$ cat config.mk
export PLATFORM = sky130hd
export DESIGN_NAME = bullet_collision
export DESIGN_NICKNAME = d
export VERILOG_FILES = /design/src/rtl/bullet_collision.sv
export SDC_FILE = /design/constraint.sdc
export NUM_CORES = 1
export LEC_CHECK = 0
export BUFFER_PORTS_ARGS = -buffer_cell sky130_fd_sc_hd__buf_2
export CORE_ASPECT_RATIO = 0.6
export CORE_UTILIZATION = 44
export DETAILED_ROUTE_END_ITERATION = 10
export SETUP_SLACK_MARGIN = 0.4
export SLEW_MARGIN = 0
export SYNTH_ARGS = -nofsm -noshare
export SYNTH_HDL_FRONTEND = slang
export SYNTH_SLANG_ARGS = --single-unit
$ cat constraint.sdc
create_clock -name clk -period 4.95 [get_ports clk]
set_input_delay 0 -clock clk [delete_from_list [all_inputs] [get_ports clk]]
set_output_delay 0 -clock clk [all_outputs]
set_load 0.03 [all_outputs]
$ cat src/rtl/bullet_collision.sv
// Per-frame bullet vs alien-grid collision scan: owns the alive mask and the score.
// Optional ROW_POINTS_EN: points depend on the alien row instead of a flat POINTS.
module bullet_collision #(
   parameter int SCREEN_CORDW = 16,
   parameter int ROWS         = 5,
   parameter int COLS         = 11,
   parameter int ALIEN_W      = 32,
   parameter int ALIEN_H      = 24,
   parameter int STEP_X       = 48,
   parameter int STEP_Y       = 40,
   parameter int BULLET_W     = 40,
   parameter int BULLET_H     = 30,
   parameter int POINTS       = 10,
   parameter int SCORE_W      = 16,
   localparam int IDX_W       = $clog2(ROWS*COLS)
) (
   input  logic                           clk,
   input  logic                           rst,
   input  logic                           frame_i,
   input  logic                           new_wave_i,
   input  logic                           bullet_active_i,
   input  logic signed [SCREEN_CORDW-1:0] bullet_x_i,
   input  logic signed [SCREEN_CORDW-1:0] bullet_y_i,
   input  logic signed [SCREEN_CORDW-1:0] grid_x_i,
   input  logic signed [SCREEN_CORDW-1:0] grid_y_i,
   output logic [ROWS*COLS-1:0]           alive_mask_o,
   output logic                           bullet_rst_n_o,
   output logic                           hit_o,
   output logic [IDX_W-1:0]               hit_idx_o,
   output logic [SCORE_W-1:0]             score_o,
   output logic                           wave_clear_o,
   output logic                           busy_o
);

   // state    | meaning
   // S_IDLE   | waiting for a frame strobe with the bullet in flight
   // S_SCAN   | testing one grid index per clock, row-major
   // S_REPORT | one-clock kill report: hit pulse, bullet reset low
   typedef enum logic [1:0] {S_IDLE, S_SCAN, S_REPORT} state_t;

   localparam int N    = ROWS*COLS;
   localparam int RW   = (ROWS > 1) ? $clog2(ROWS) : 1;
   localparam int CW   = (COLS > 1) ? $clog2(COLS) : 1;
   localparam int W    = SCREEN_CORDW;

   localparam logic signed [W-1:0] AW_S  = W'(ALIEN_W);
   localparam logic signed [W-1:0] AH_S  = W'(ALIEN_H);
   localparam logic signed [W-1:0] BW_S  = W'(BULLET_W);
   localparam logic signed [W-1:0] BH_S  = W'(BULLET_H);
   localparam logic signed [W-1:0] SX_S  = W'(STEP_X);
   localparam logic signed [W-1:0] SY_S  = W'(STEP_Y);

   state_t                 state_q;
   logic [N-1:0]           alive_q;
   logic                   bullet_rst_n_q;
   logic                   hit_q;
   logic [IDX_W-1:0]       hit_idx_q;
   logic [SCORE_W-1:0]     score_q;
   logic                   busy_q;
   logic [IDX_W-1:0]       idx_q;
   logic [RW-1:0]          row_q;
   logic [CW-1:0]          col_q;
   logic signed [W-1:0]    bx_q, by_q, gx_q, ax_q, ay_q;

   logic signed [W-1:0]    ax_end, ay_end, bx_end, by_end;
   logic                   overlap;
   logic [7:0]             pts;
   logic [SCORE_W+7:0]     score_sum;
   logic [SCORE_W-1:0]     score_d;

   // Strict inequalities: boxes that only share an edge do not collide.
   assign ax_end  = ax_q + AW_S;
   assign ay_end  = ay_q + AH_S;
   assign bx_end  = bx_q + BW_S;
   assign by_end  = by_q + BH_S;
   assign overlap = (bx_q < ax_end) && (ax_q < bx_end) &&
                    (by_q < ay_end) && (ay_q < by_end);

   always_comb begin
`ifdef ROW_POINTS_EN
      if (row_q == '0)
         pts = 8'd30;
      else if (row_q <= RW'(2))
         pts = 8'd20;
      else
         pts = 8'd10;
`else
      pts = 8'(POINTS);
`endif
   end

   assign score_sum = {8'd0, score_q} + {{SCORE_W{1'b0}}, pts};
   assign score_d   = (score_sum > {8'd0, {SCORE_W{1'b1}}}) ? {SCORE_W{1'b1}}
                                                            : score_sum[SCORE_W-1:0];

   always_ff @(posedge clk or negedge rst) begin
      if (!rst) begin
         state_q        <= S_IDLE;
         alive_q        <= '1;
         bullet_rst_n_q <= 1'b1;
         hit_q          <= 1'b0;
         hit_idx_q      <= '0;
         score_q        <= '0;
         busy_q         <= 1'b0;
         idx_q          <= '0;
         row_q          <= '0;
         col_q          <= '0;
         bx_q           <= '0;
         by_q           <= '0;
         gx_q           <= '0;
         ax_q           <= '0;
         ay_q           <= '0;
      end else begin
         hit_q          <= 1'b0;
         bullet_rst_n_q <= 1'b1;
         case (state_q)
            S_IDLE: begin
               if (frame_i && bullet_active_i && !new_wave_i) begin
                  bx_q    <= bullet_x_i;
                  by_q    <= bullet_y_i;
                  gx_q    <= grid_x_i;
                  ax_q    <= grid_x_i;
                  ay_q    <= grid_y_i;
                  idx_q   <= '0;
                  row_q   <= '0;
                  col_q   <= '0;
                  busy_q  <= 1'b1;
                  state_q <= S_SCAN;
               end
            end
            S_SCAN: begin
               if (new_wave_i || !bullet_active_i) begin
                  busy_q  <= 1'b0;
                  state_q <= S_IDLE;
               end else if (alive_q[idx_q] && overlap) begin
                  alive_q[idx_q] <= 1'b0;
                  hit_q          <= 1'b1;
                  bullet_rst_n_q <= 1'b0;
                  hit_idx_q      <= idx_q;
                  score_q        <= score_d;
                  busy_q         <= 1'b0;
                  state_q        <= S_REPORT;
               end else if (idx_q == IDX_W'(N-1)) begin
                  busy_q  <= 1'b0;
                  state_q <= S_IDLE;
               end else begin
                  idx_q <= idx_q + IDX_W'(1);
                  // Box origin is stepped incrementally instead of multiplied out.
                  if (col_q == CW'(COLS-1)) begin
                     col_q <= '0;
                     row_q <= row_q + RW'(1);
                     ax_q  <= gx_q;
                     ay_q  <= ay_q + SY_S;
                  end else begin
                     col_q <= col_q + CW'(1);
                     ax_q  <= ax_q + SX_S;
                  end
               end
            end
            S_REPORT: state_q <= S_IDLE;
            default:  state_q <= S_IDLE;
         endcase
         if (new_wave_i)
            alive_q <= '1;
      end
   end

   assign alive_mask_o   = alive_q;
   assign bullet_rst_n_o = bullet_rst_n_q;
   assign hit_o          = hit_q;
   assign hit_idx_o      = hit_idx_q;
   assign score_o        = score_q;
   assign wave_clear_o   = (alive_q == '0);
   assign busy_o         = busy_q;

endmodule

Word level (Yosys, flattened, before mapping) --
Index checks and enable logic that the tools add are counted.
Word-level totals: bits in registers 172, output and inout port bits 81, word-level logic and storage cells 113
Operators by class: add/subtract/negate cells 9, order comparisons 7, equality and inequality tests 10, mux-type cells 48, bitwise logic cells 3, reductions and logical operators 22
Operators with widths (number):
- $mux 55 | 4
- $mux 16 | 11
- $add 16x7->16 const B | 4
- $lt 16x16->1 | 4
- $pmux 16 s2 | 2
- $and 55x55->55 | 1
- $logic_not 55->1 | 1
- $not 55->55 | 1
- $add 16x6->16 const B | 2
- $mux 6 | 4
- $mux 4 | 5
- $add 16x4->17 const B | 1
- $gt 17x16->1 const B | 1
- $mux 1 | 12
- $ne 2x2->1 const B | 6
- $pmux 6 s2 | 1
- $reduce_and 3->1 | 3
- $mux 2 | 4
- $pmux 4 s2 | 1
- $logic_and 1x1->1 | 7
- $lt 6x7->1 const B | 1
- $add 6x1->6 const B | 1
- $bmux 1 s6 | 1
- $demux 1 s6 | 1
- other kinds (16) | 20

Depth between registers and ports, before layout --
word-level depth 10, mapped depth 21, mapped depth without buffers 18

Least setup slack after synthesis --
No wires, ideal clock.
kind register to register, start reg ay_q[3], end reg alive_q[15], in the netlist alive_mask_o[15], setup time 77 ps, arrival 3984 ps, data required time 4873 ps, slack 890 ps, cell stages (with the launch flop) 17, period minus slack after synthesis 4060 ps, path through dfrtp_1 > inv_1 > ha_1 > nor4b_1 > nand3_1 > nor2_1 > xnor2_1 > ha_1 > and3_1 > nand3_1 > nor4_1 > a221o_1 > a22oi_2 > nand4_4 > or4_4 > or4_1 > a21o_1
Between the ends: longest elaborated chain between the ends 7, elaborated cells between the ends (all ways) 8, those cells by class add/sub (1); order compare (2); reduce/logical (5)
Ends and longest elaborated chain:
- start: declaration | RTL line 63 | logic signed [W-1:0] bx_q, by_q, gx_q, ax_q, ay_q;
- start signal: assignment | RTL line 123 | ay_q <= grid_y_i;
- start signal: assignment | RTL line 153 | ay_q <= ay_q + SY_S;
- $add 16x6->16 | RTL line 73 | assign ay_end = ay_q + AH_S;
- $lt 16x16->1 | RTL line 77 | (by_q < ay_end) && (ay_q < by_end);
- $logic_and 1x1->1 | RTL line 76 | assign overlap = (bx_q < ax_end) && (ax_q < bx_end) &&
- $logic_and 1x1->1 * | RTL line 77
- $logic_and 1x1->1 * | RTL line 135 | end else if (alive_q[idx_q] && overlap) begin
- $reduce_bool 2->1 (no source line) *
- $reduce_and 3->1 (no source line) *
- end signal: assignment | RTL line 99 | alive_q <= '1;
- end signal: indexed assignment | RTL line 136 | alive_q[idx_q] <= 1'b0;
- end signal: assignment | RTL line 164 | alive_q <= '1;
- end: declaration | RTL line 54 | logic [N-1:0] alive_q;
Mark *: on every way between the ends. The rest lies on a longest branch, timed or not. A chain may end at the register's enable or synchronous reset.

Worst setup path in the final report --
Same ends and word-level chain as after synthesis.

==> metrics.md <==
| Metric | Value |
|---|---|
| Setup bufs post-CTS | `0` |
| Number of synthesis warnings | `0` |
| IO Pins | `150` |
| Clock latency on the worst-skew pair | `around 460 ps` |
| Peak VDD IR | `0.197 mV` |
| DRT Pass-1 Iters | `8` |
| Share of the synthesized area in the top cell type | `between 20% and 30%` |
| CP max stage delay | `600 ps` |
| First-pass GRT wire length | `about 50 mm` |
| Crit-path max FO | `10` |
| Initial Util | `45.6%` |
| Count leader, synth | `nand2_1` |
| Final setup vio count | `0` |
| CP Cell Sequence | `inv_1 > ha_1 > nor4b_4 > nand3_1 > nor2_1 > xnor2_1 > ha_1 > and3_1 > nand3_1 > a211oi_1 > a2111o_1 > a22oi_2 > nand4_4 > or4_4 > or4_1 > a21o_1` |
| Tot Pwr | `approximately 4.5 mW` |
| Area of the multi-input gates | `between 6000 and 7000 um2` |
| Dpl hpwl | `22.0 mm` |
| Slew Limit Fails | `0` |
| Largest area contributor in the netlist | `dfrtp_1` |
| Initial DRC count | `756` |
| Via density | `5.57` |
| WL per Instance | `18.0 um` |
| Post-synth top cells | `nand2_1, dfrtp_1, a21oi_1, nor2_1, ha_1` |
| P_leak | `5.78 nW` |
| Port Buf Inserts | `149` |
| Clock buffer depth | `2` |
| Seq cells post-synth | `172` |
| Top_reg_cell synth | `dfrtp_1` |
| CP max-delay cell | `or4_4` |
| Synth Area per Inst | `8.72 um2` |
| Layout net count | `1,557` |
| Maxcap violations | `0` |
| Reg2reg path depth | `16` |
| DRT Wirelength | `about 31 mm` |
| CTS Sinks | `172` |
| Reg2reg end | `alive_mask_o[15]` |
| Antenna violations before repair | `0` |
| Async set or reset register ratio after synthesis | `100%` |
| Critical path endpoint category | `flop` |
| Final Cell Area | `13,000 um2` |
| Register area share after synthesis | `40.8%` |
| WS Path Type | `flop to flop` |
| Worst-margin pin slew | `1330 ps` |
| Reg2Reg Setup Slack | `approximately 660 ps` |
| Final Skew | `between 10 and 15 ps` |
| Min-delay src | `frame_i` |
| Area Overhead vs Synth | `21.6%` |
| Die Wd | `203 um` |
| PD cells | `between 300 and 400 nW/um2` |
| Antenna cells | `0` |
| Filler cells | `2,151` |
| Final Util | `55.4%` |
| Core region area | `23,500 um2` |
| Mapped Area | `10,700 um2` |
| Via count | `9,704` |
| Slew HR | `10.5%` |
| RSZ-0062 raised after global routing | `no` |
| Clk slew on worst S/H paths | `about 70 ps` |
| Gate Count Post-Synth | `1,228` |
| Hold endpoint | `by_q[12]` |
| WP data required | `5330 ps` |
| Reg2reg start | `ay_q[3]` |
| Hold path depth | `5` |
| Routed Antenna Nets | `0` |
| Die Y-Extent | `123 um` |
| # H-tree levels | `4` |
| Drt drc | `0` |
| Startpoint Class | `flop` |
| Root buffer cell | `clkbuf_16` |
| Vias in the first global route | `8,955` |
| Fmax | `233 MHz` |
| Maximum number of pins on one net before global-route repair | `72` |
| Hold Vio Cnt, Final | `0` |
| Post-synth EDFFs | `0` |
| Share of layout cells above drive strength 1 | `between 20% and 30%` |
| CTS tree | `done` |
| Total gr overflow | `0` |
| Die ar. | `25,000 um2` |
| Cell variety after synth | `71` |
| Total CTS buffers | `17` |
| Net count after synthesis | `~1,400` |
| Data arrival, critical path | `4680 ps` |
| Synth area leaders | `dfrtp_1, dfstp_2, ha_1` |
| FF+latch area | `4380 um2` |
| Num rows | `43` |
| Status | `completed` |
| Final Cycle Share | `86.7%` |
| Final TNS setup | `0 ps` |
| RePlAce Congestion | `~0.86` |
| Placed cell areas | `11,800 um2` |
| Min-delay worst type | `primary input to flop` |
| GRT Total Usage | `25.6%` |
| Final min period | `4290 ps` |
[per-layer routing]
| metal | vias to the layer above | wire (um) | global-route usage, % | part of all wire, % |
|---|---|---|---|---|
| met1 | 4709 | 16700 | 41.0 | 53 |
| met5 | - | 0 | 0 | 0 |
| met3 | 35 | 1720 | 4.62 | 5.5 |
| met2 | 246 | 12500 | 34.0 | 40 |
| met4 | 0 | 475 | 7.66 | 1.5 |
| li1 | 4714 | - | - | - |
[what timing repair did]
item,CTS,global route
cloned,0,0
resized for setup,2,8
hold buffers,65,0
setup endpoints to repair,16,76
endpoints found under the hold margin,150,0
[critical path, delay by kind of cell, from the launching register on]
| family | cells | cell delay, ps |
|---|---|---|
| flip-flops | 1 | 420 |
| AO/OA/AOI/OAI | 4 | 860 |
| AND/OR/NAND/NOR | 8 | 2220 |
| adder cells (fa/ha/maj) | 2 | 520 |
| XOR/XNOR | 1 | 130 |
| buffers and inverters | 1 | 70 |
[sequential cells by signal (all words and copies together), names as in the netlist, 6 cells and up]
name and flops:
gx_q 16, hit_idx_o 6, alive_mask_o 55, ax_q 16, bx_q 16, ay_q 16
score_o 16, idx_q 6, by_q 16
[cell families (layout without fill, tap and decap cells)]
| family | after synthesis | count (layout) | synth area share [%] |
|---|---|---|---|
| multiplexers | 45 | 45 | 4.66 |
| flip-flops | 172 | 172 | 40.8 |
| AND/OR/NAND/NOR | 511 | 511 | 22.4 |
| buffers and inverters | 98 | 298 | 3.62 |
| adder cells (fa/ha/maj) | 73 | 73 | 8.53 |
| AO/OA/AOI/OAI | 274 | 274 | 15.5 |
| XOR/XNOR | 55 | 55 | 4.50 |
[final cells by class]
type / count / area share, %
inverter: 32 / 0.941
multi-input combinational: 958 / 46.0
clock buffer: 21 / 3.71
timing repair buffer: 234 / 11.9
sequential: 172 / 33.6
tap: 315 / 3.02
clock inverter: 11 / 0.797
[placed cells by master (no fill, tap or decap), drive strengths merged, types with 7 or more instances in the layout]
cell type,instances
nand3,47
a211oi,8
nor3,18
or3,8
nand2b,20
dfrtp,116
or4,12
ha,73
clkbuf,21
xnor2,21
nor4,20
mux2,19
buf,169
o211ai,10
a21oi,107
nor2,99
and3,19
a22oi,10
xor2,34
dlygate4sd3,65
a21o,11
inv,38
a31oi,9
o22ai,7
nand4,16
nand2,223
dfstp,56
a2bb2oi,7
o21ai,68
nor2b,8
mux2i,24
[power breakdown]
part | total [mW] | switching, mW | internal (mW)
Clock | 1.37 | 0.614 | 0.759
Sequential | 1.81 | 0.247 | 1.56
Combinational | 1.30 | 0.731 | 0.566
Total | 4.48 | 1.59 | 2.88
[worst max path at each step]
stage | cells past startpoint | from | to | slack [ps]
finish | 16 | ay_q[3] | alive_mask_o[15] | 660
global route | 16 | ay_q[3] | alive_mask_o[15] | 400
CTS | 18 | ay_q[3] | hit_idx_o[4] | 510
detailed placement | 18 | ay_q[3] | score_o[11] | 330
global placement | 18 | ay_q[3] | score_o[11] | 460
floorplan | 16 | ay_q[3] | alive_mask_o[15] | 890
[stage by stage]
step                      hold WS [ps]  std cells  worst slack [ps]
final                             11.4       1743               658
after global routing              66.2       1743               397
after CTS                         9.57       1743               515
after detailed placement          56.1       1646               328
after global placement            52.5       1646               456
after floorplan                   -296       1228               890
No activity file was read; power rests on OpenSTA's default activity.
